File: config.mk
export PLATFORM = sky130hd
export DESIGN_NAME = envelope_generator
export DESIGN_NICKNAME = d
export VERILOG_FILES = /design/src/rtl/envelope_generator.sv
export SDC_FILE = /design/constraint.sdc
export NUM_CORES = 1
export LEC_CHECK = 0
export CAP_MARGIN = 20
export CORE_AREA = 2 2 108 110
export DETAILED_ROUTE_END_ITERATION = 6
export DIE_AREA = 0 0 110 112
export HOLD_SLACK_MARGIN = 0.05
export MAX_ROUTING_LAYER = met4
export PLACE_DENSITY = 0.88
export SETUP_SLACK_MARGIN = 0.2
export SYNTH_ARGS = -nofsm -noshare
export SYNTH_HDL_FRONTEND = slang
export SYNTH_SLANG_ARGS = --single-unit
File: constraint.sdc
create_clock -name Sys_clk -period 4.4 [get_ports Sys_clk]
set_input_delay 1.1 -clock Sys_clk [delete_from_list [all_inputs] [get_ports Sys_clk]]
set_output_delay 1.1 -clock Sys_clk [all_outputs]
set_load 0.005 [all_outputs]
File: src/rtl/envelope_generator.sv
// rtl/envelope_generator.sv - ADSR envelope generator stepped once per sample strobe.
// Level and state are registered. All outputs are decoded directly from those registers.
module envelope_generator #(
  parameter int                 LEVEL_W   = 16,
  parameter logic [LEVEL_W-1:0] LEVEL_MAX = 16'h7FFF
) (
  input  logic               Sys_clk,
  input  logic               Env_rst,
  input  logic               Env_ce,
  input  logic               Gate,
  input  logic [LEVEL_W-1:0] Attack_step,
  input  logic [LEVEL_W-1:0] Decay_step,
  input  logic [LEVEL_W-1:0] Sustain_level,
  input  logic [LEVEL_W-1:0] Release_step,
  output logic [31:0]        Envelope,
  output logic [2:0]         Env_state,
  output logic               Env_active
);

  typedef enum logic [2:0] {
    IDLE    = 3'd0,
    ATTACK  = 3'd1,
    DECAY   = 3'd2,
    SUSTAIN = 3'd3,
    RELEASE = 3'd4
  } state_t;

  state_t             r_state;
  logic [LEVEL_W-1:0] r_level;
  logic               r_gate_q;

  state_t             w_eff_state;
  state_t             w_next_state;
  logic [LEVEL_W-1:0] w_next_level;
  logic [LEVEL_W-1:0] w_sus;
  logic [LEVEL_W:0]   w_attack_sum;
  logic [LEVEL_W:0]   w_decay_floor;
  logic               w_rise;

  always_ff @(posedge Sys_clk) begin
    if (Env_rst) begin
      r_state  <= IDLE;
      r_level  <= '0;
      r_gate_q <= 1'b0;
    end else if (Env_ce) begin
      r_state  <= w_next_state;
      r_level  <= w_next_level;
      r_gate_q <= Gate;
    end
  end

  always_comb begin
    w_sus         = (Sustain_level > LEVEL_MAX) ? LEVEL_MAX : Sustain_level;
    w_rise        = Gate & ~r_gate_q;
    w_attack_sum  = {1'b0, r_level} + {1'b0, Attack_step};
    // level - step <= S rearranged as level <= step + S so nothing goes negative
    w_decay_floor = {1'b0, Decay_step} + {1'b0, w_sus};

    w_eff_state = r_state;
    if (w_rise) begin
      w_eff_state = ATTACK;
    end else if (!Gate && (r_state == ATTACK || r_state == DECAY || r_state == SUSTAIN)) begin
      w_eff_state = RELEASE;
    end

    w_next_state = w_eff_state;
    w_next_level = r_level;
    case (w_eff_state)
      ATTACK: begin
        if (Attack_step == '0 || w_attack_sum >= {1'b0, LEVEL_MAX}) begin
          w_next_level = LEVEL_MAX;
          w_next_state = DECAY;
        end else begin
          w_next_level = w_attack_sum[LEVEL_W-1:0];
        end
      end
      DECAY: begin
        if (Decay_step == '0 || {1'b0, r_level} <= w_decay_floor) begin
          w_next_level = w_sus;
          w_next_state = SUSTAIN;
        end else begin
          w_next_level = r_level - Decay_step;
        end
      end
      SUSTAIN: w_next_level = w_sus;
      RELEASE: begin
        if (Release_step == '0 || r_level <= Release_step) begin
          w_next_level = '0;
          w_next_state = IDLE;
        end else begin
          w_next_level = r_level - Release_step;
        end
      end
      default: begin
        w_next_level = '0;
        w_next_state = IDLE;
      end
    endcase
  end

  always_comb begin
    Envelope   = {{(32-LEVEL_W){1'b0}}, r_level};
    Env_state  = r_state;
    Env_active = (r_state != IDLE);
  end

endmodule
* After elaboration in Yosys (flattened, before gate mapping)
Index checks and enable logic that the tools add are counted.
** Word-level totals
- Memories :: 0
- RAM bits :: 0
- Input port bits :: 68
- Register bits after elaboration :: 20
- Latch bits :: 0
- Output and inout port bits :: 36
- ROM bits :: 0
** Operators by class
- Shifts and indexed selects :: 0
- Div/mod/pow operators :: 0
- Reduce and logical (&&, ||, !) cells :: 11
- Add/sub/neg operators :: 4
- Multiply operators :: 0
- Bitwise logic cells :: 2
- $lt $le $gt $ge :: 4
- Equal/unequal tests :: 7
- Mux-type cells :: 11
** Operator list (count)
- $mux 16 :: 4
- $pmux 16 s4 :: 1
- $logic_not 16->1 :: 3
- $add 16x16->17 :: 2
- $sub 16x16->16 :: 2
- $ge 17x15->1 const B :: 1
- $le 16x17->1 :: 1
- $gt 16x15->1 const B :: 1
- $le 16x16->1 :: 1
- $mux 3 :: 5
- $eq 3x2->1 const B :: 4
- $pmux 3 s4 :: 1
- $eq 3x1->1 const B :: 2
- $logic_or 1x1->1 :: 5
- $eq 3x3->1 const B :: 1
- $reduce_bool 3->1 :: 1
- $and 1x1->1 :: 1
- $logic_and 1x1->1 :: 1
- $logic_not 1->1 :: 1
- $not 1->1 :: 1

* Logic depth before layout (Yosys ltp)
- Depth in word-level cells :: 8
- Depth in mapped cells :: 24
- Depth with buffers taken out :: 22

* Worst setup path after synthesis
Ideal clock, no wire load.
- Kind :: input to register
- From :: input Sustain_level[15]
- To :: register r_level[7]
- Arrival :: 4.678 ns
- Stages on the path :: 19
- Data required time :: 4.326 ns
- Path slack :: -0.352 ns
- Cells stage by stage :: or2_2 ha_1 a21o_1 a21oi_1 o21ai_0 a21o_1 a21oi_1 o311ai_0 a21oi_1 xor2_1 ha_1 nand4_1 nor2_1 o41ai_1 a211o_1 buf_4 nor3_1 a31oi_1 a31oi_1
** Between the ends
- Longest elaborated chain between the ends :: 7
** Ends and longest elaborated chain
- start: declaration :: line 13 : input logic [LEVEL_W-1:0] Sustain_level,
- $gt 16x15->1 :: line 53 : w_sus = (Sustain_level > LEVEL_MAX) ? LEVEL_MAX : Sustain_level;
- $mux 16 (*) :: line 53
- $add 16x16->17 :: line 57 : w_decay_floor = {1'b0, Decay_step} + {1'b0, w_sus};
- $le 16x17->1 :: line 78 : if (Decay_step == '0 || {1'b0, r_level} <= w_decay_floor) begin
- $logic_or 1x1->1 :: line 78
- $mux 16 :: line 78
- $pmux 16 s4 (*) :: line 68 : case (w_eff_state)
- end signal: assignment :: line 47 : r_level <= w_next_level;
- end: declaration :: line 29 : logic [LEVEL_W-1:0] r_level;
Mark *: on every way between the ends. The rest lies on a longest branch, timed or not.
A chain may end at the register's enable or synchronous reset.

* Worst setup path in the final report
- From :: input Sustain_level[11]
- To :: register r_level[8]
The elaborated chain is that of the path after synthesis.

==> summary.md <==
| Metric | Value |
|---|---|
| Outcome | finished with violations |
| Failing checks | negative setup slack |
| Vias per Instance | between 6 and 7 |
| Largest net degree at the start of global routing | 23 |
| Largest area contributor in the netlist | ha_1 |
| Grt ovf | 0 |
| Cells on worst reg2reg path | 9 |
| Reg2reg end | r_level[8] |
| Total CTS buffers | 3 |
| CTS clock-pin slew for the worst setup and hold paths | 60 ps |
| Synthesized area per cell | 7.217 sq um |
| Max layer used | met4 |
| Worst R2R Setup Slack | 1230 ps |
| Fin. max-slew vios | 0 |
| Initial antenna violation count | 0 |
| FP Rows | 39 |
| Share of layout cells above drive strength 1 | 21.40% |
| Synth area leaders | ha_1, dfxtp_1, a21oi_1 |
| Hold Buf Count CTS | 0 |
| Initial Util | 48.18% |
| Crit path largest cell delay | 400 ps |
| Setup repair after global routing missed its margin | true |
| Final setup fails | 17 |
| Register area share after synthesis | 7.437% |
| Peak supply drop | 0.08851 mV |
| Routed Antenna Nets | 0 |
| EDFF count, synth | 0 |
| Fin crit period | ~4600 ps |
| Critical Path RT | 4570 ps |
| RR Startpoint | r_level[1] |
| Total number of vias | 6415 |
| GRT Util Overall | between 20% and 30% |
| Synth cell types | a little under 80 |
| Clock Skew | 4.027 ps |
| Htree depth | 1 |
| Maximum root-to-sink buffer count | 2 |
| Actual slew at the worst max-slew pin | 865.1 ps |
| First-pass GRT wire length | 28840 microns |
| Pre-Repair DR Iteration Count | 7 |
| Type of origin of the critical path | primary input |
| WL final | 18530 microns |
| Number of global-route vias before repair | 6089 |
| DRC | 0 |
| Cell-by-cell trace of the critical path | clkdlybuf4s50_1 -> or2_2 -> ha_4 -> nand2_2 -> buf_4 -> buf_4 -> o311ai_4 -> a21oi_2 -> xor2_1 -> ha_1 -> nand4_1 -> buf_4 -> a21oi_4 -> nor2_4 -> a211o_4 -> buf_6 -> nor3_2 -> a31oi_1 -> a31oi_1 |
| Synth Warn # | 0 |
| P&R area growth vs syn | 38.90% |
| Chip Width | 110 microns |
| Cell Area, Synth | around 5400 sq um |
| Hold violation count in the final report | 0 |
| Register Area | 400.4 sq um |
| Core Footprint | 11170 sq um |
| Metal-1 WL | 7571 microns |
| Pwr/cell area | 165.1 nW/um^2 |
| Top-area cell type share of the netlist area | 18.82% |
| CTS tree | done |
| Slew margin rel. | a little over two fifths |
| Antenna Cells | 0 |
| CP endpoint | r_level[8] |
| RePlAce Congestion | between 0.9 and 1 |
| Worst Setup SP | Sustain_level[11] |
| Die area | roughly 12000 sq um |
| Worst hold margin | 534.7 ps |
| I/O Buffers | 87 |
| I/O pins | 104 |
| Routed wire length per instance | 17.73 microns |
| FMAX | around 220 MHz |
| Worst path slowest cell | a211o_4 |
| Final nets | 1056 |
| Clock sinks | 20 |
| Flip-flop and latch count after synthesis | 20 |
| Root buffer cell | clkbuf_16 |
| Hold WC Path Type | reg -> reg |
| Final Non-Filler Cells | 1045 |
| Cells after Synth | 746 |
| 1st-iter DRT viols | 549 |
| Met3 wire len | 1259 microns |
| Top_reg_cell synth | dfxtp_1 |
| DP Cell Count | 1019 |
| Area of the multi-input gates | ~5000 sq um |
| Leakage Power | ~3.2 nW |
| MaxCap Viol Count | 0 |
| Cell mode on critical path | buf_4 |
| Layout fillers | 892 |
| WP data arrival | around 4800 ps |
| Dpl hpwl | 14430 microns |
| Worst-Skew Late Latency | 260 ps |
| PnR worst setup slack | -222.6 ps |
| Die Y | 112 microns |
| Period utilisation layout | 105.1% |
| Synth async-reset ratio | 0% |
| WS Path Type | in -> reg |
| Met2 routed WL | 8891 microns |
| CP Max Fanout | 8 |
| Crit end category | flop |
==> final cells by class <==
class | instances | area share (%)
clock inverter | 1 | 0.4015
sequential | 20 | 5.354
inverter | 61 | 3.062
clock buffer | 3 | 1.004
multi-input combinational | 644 | 66.71
timing repair buffer | 173 | 21.08
tap | 143 | 2.393
==> registers in the layout, summed over array words and instances, names as in the netlist <==
name	count
r_level	16
Env_state	3
r_gate_q	1
==> routing by layer <==
metal	track usage [%]	up-vias
met5	-	-
met4	12.24	0
met3	1.464	68
met2	49.61	306
met1	37.53	2957
li1	-	3084
==> cells in the mapped netlist (all sizes together) (4+ instances only) <==
| cell type | instances |
|---|---|
| nand2b | 9 |
| a31oi | 25 |
| and3 | 8 |
| o21ai | 46 |
| mux2i | 5 |
| nand3 | 28 |
| or2 | 11 |
| nor2 | 47 |
| dfxtp | 20 |
| o211ai | 10 |
| xnor2 | 22 |
| fa | 4 |
| buf | 25 |
| a21o | 30 |
| nand4 | 14 |
| a211oi | 7 |
| a21oi | 67 |
| inv | 61 |
| nand2 | 59 |
| a211o | 4 |
| xor2 | 20 |
| or3 | 5 |
| o21bai | 11 |
| clkbuf | 12 |
| nor3 | 27 |
| ha | 81 |
| nor4 | 19 |
| o21a | 7 |
| o2111ai | 4 |
| o31a | 4 |
==> worst max-delay path, delay by kind of cell <==
family	cells	cell delay, ps
AO/OA/AOI/OAI	6	1260
buffers and inverters	5	990
AND/OR/NAND/NOR	5	680
adder cells (fa/ha/maj)	2	590
XOR/XNOR	1	150
==> how the worst min path moves through the flow <==
stage             start        to  depth (start not counted)
4_1_cts        r_gate_q  r_gate_q                          2
3_5_place_dp   r_gate_q  r_gate_q                          2
3_3_place_gp   r_gate_q  r_gate_q                          2
6_report       r_gate_q  r_gate_q                          2
2_1_floorplan  r_gate_q  r_gate_q                          2
5_1_grt        r_gate_q  r_gate_q                          2
==> cells in the final DEF (no fill, tap or decap), drive strengths merged, types with 5 or more instances in the layout <==
cell,instances
buf,88
ha,81
clkdlybuf4s50,69
a21oi,67
inv,61
nand2,59
nor2,47
o21ai,46
a21o,30
nand3,28
nor3,27
a31oi,25
xnor2,22
dfxtp,20
xor2,20
nor4,19
conb,17
nand4,14
o21bai,11
or2,11
o211ai,10
nand2b,9
and3,8
dlygate4sd2,8
o21a,7
a211oi,7
mux2i,5
dlymetal6s2s,5
or3,5
==> cells by family (layout without fill, tap and decap cells) <==
family          count (synthesis)  in the layout  synth area share, %
xor+xnor                       42             42                6.832
compound gates                251            251                32.28
other cells                     1             17              0.06965
buf+inv                        98            238                8.366
flops                          20             20                7.437
fa+ha+maj                      85             85                20.31
mux                             5              5               0.9296
simple gates                  244            244                23.77
==> repair_timing <==
item | CTS | global route
pin swaps | 37 | 30
hold endpoints to repair | 0 | 0
setup endpoints to repair | 17 | 17
buffers inserted | 14 | 8
resized for setup | 52 | 34
==> report_power, final <==
part / internal, W / switching (W) / leakage (nW) / total [W]
Combinational: 0.000372 / 0.000396 / 3.03 / 0.000768
Clock: 0.000181 / 0.0000782 / 0.0511 / 0.000259
Sequential: 0.000188 / 0.0000191 / 0.162 / 0.000208
==> metrics by stage <==
| stage | power (W) | setup slack [ps] | setup TNS (ps) | area, sq um | utilization (%) |
|---|---|---|---|---|---|
| 2_1_floorplan | 0.0006547 | 141.5 | 0 | 5640 | - |
| 3_3_place_gp | 0.0008771 | -759.7 | -11750 | 6949 | 62.19 |
| 3_5_place_dp | 0.0008934 | -966.5 | -14530 | 6949 | 62.19 |
| 4_1_cts | 0.001188 | -111.9 | -466.7 | 7306 | 65.38 |
| 5_1_grt | 0.001309 | -528.6 | -7147 | 7478 | 66.92 |
| 6_report | 0.001235 | -222.6 | -2839 | 7478 | 66.92 |
No activity file was read; power rests on OpenSTA's default activity.
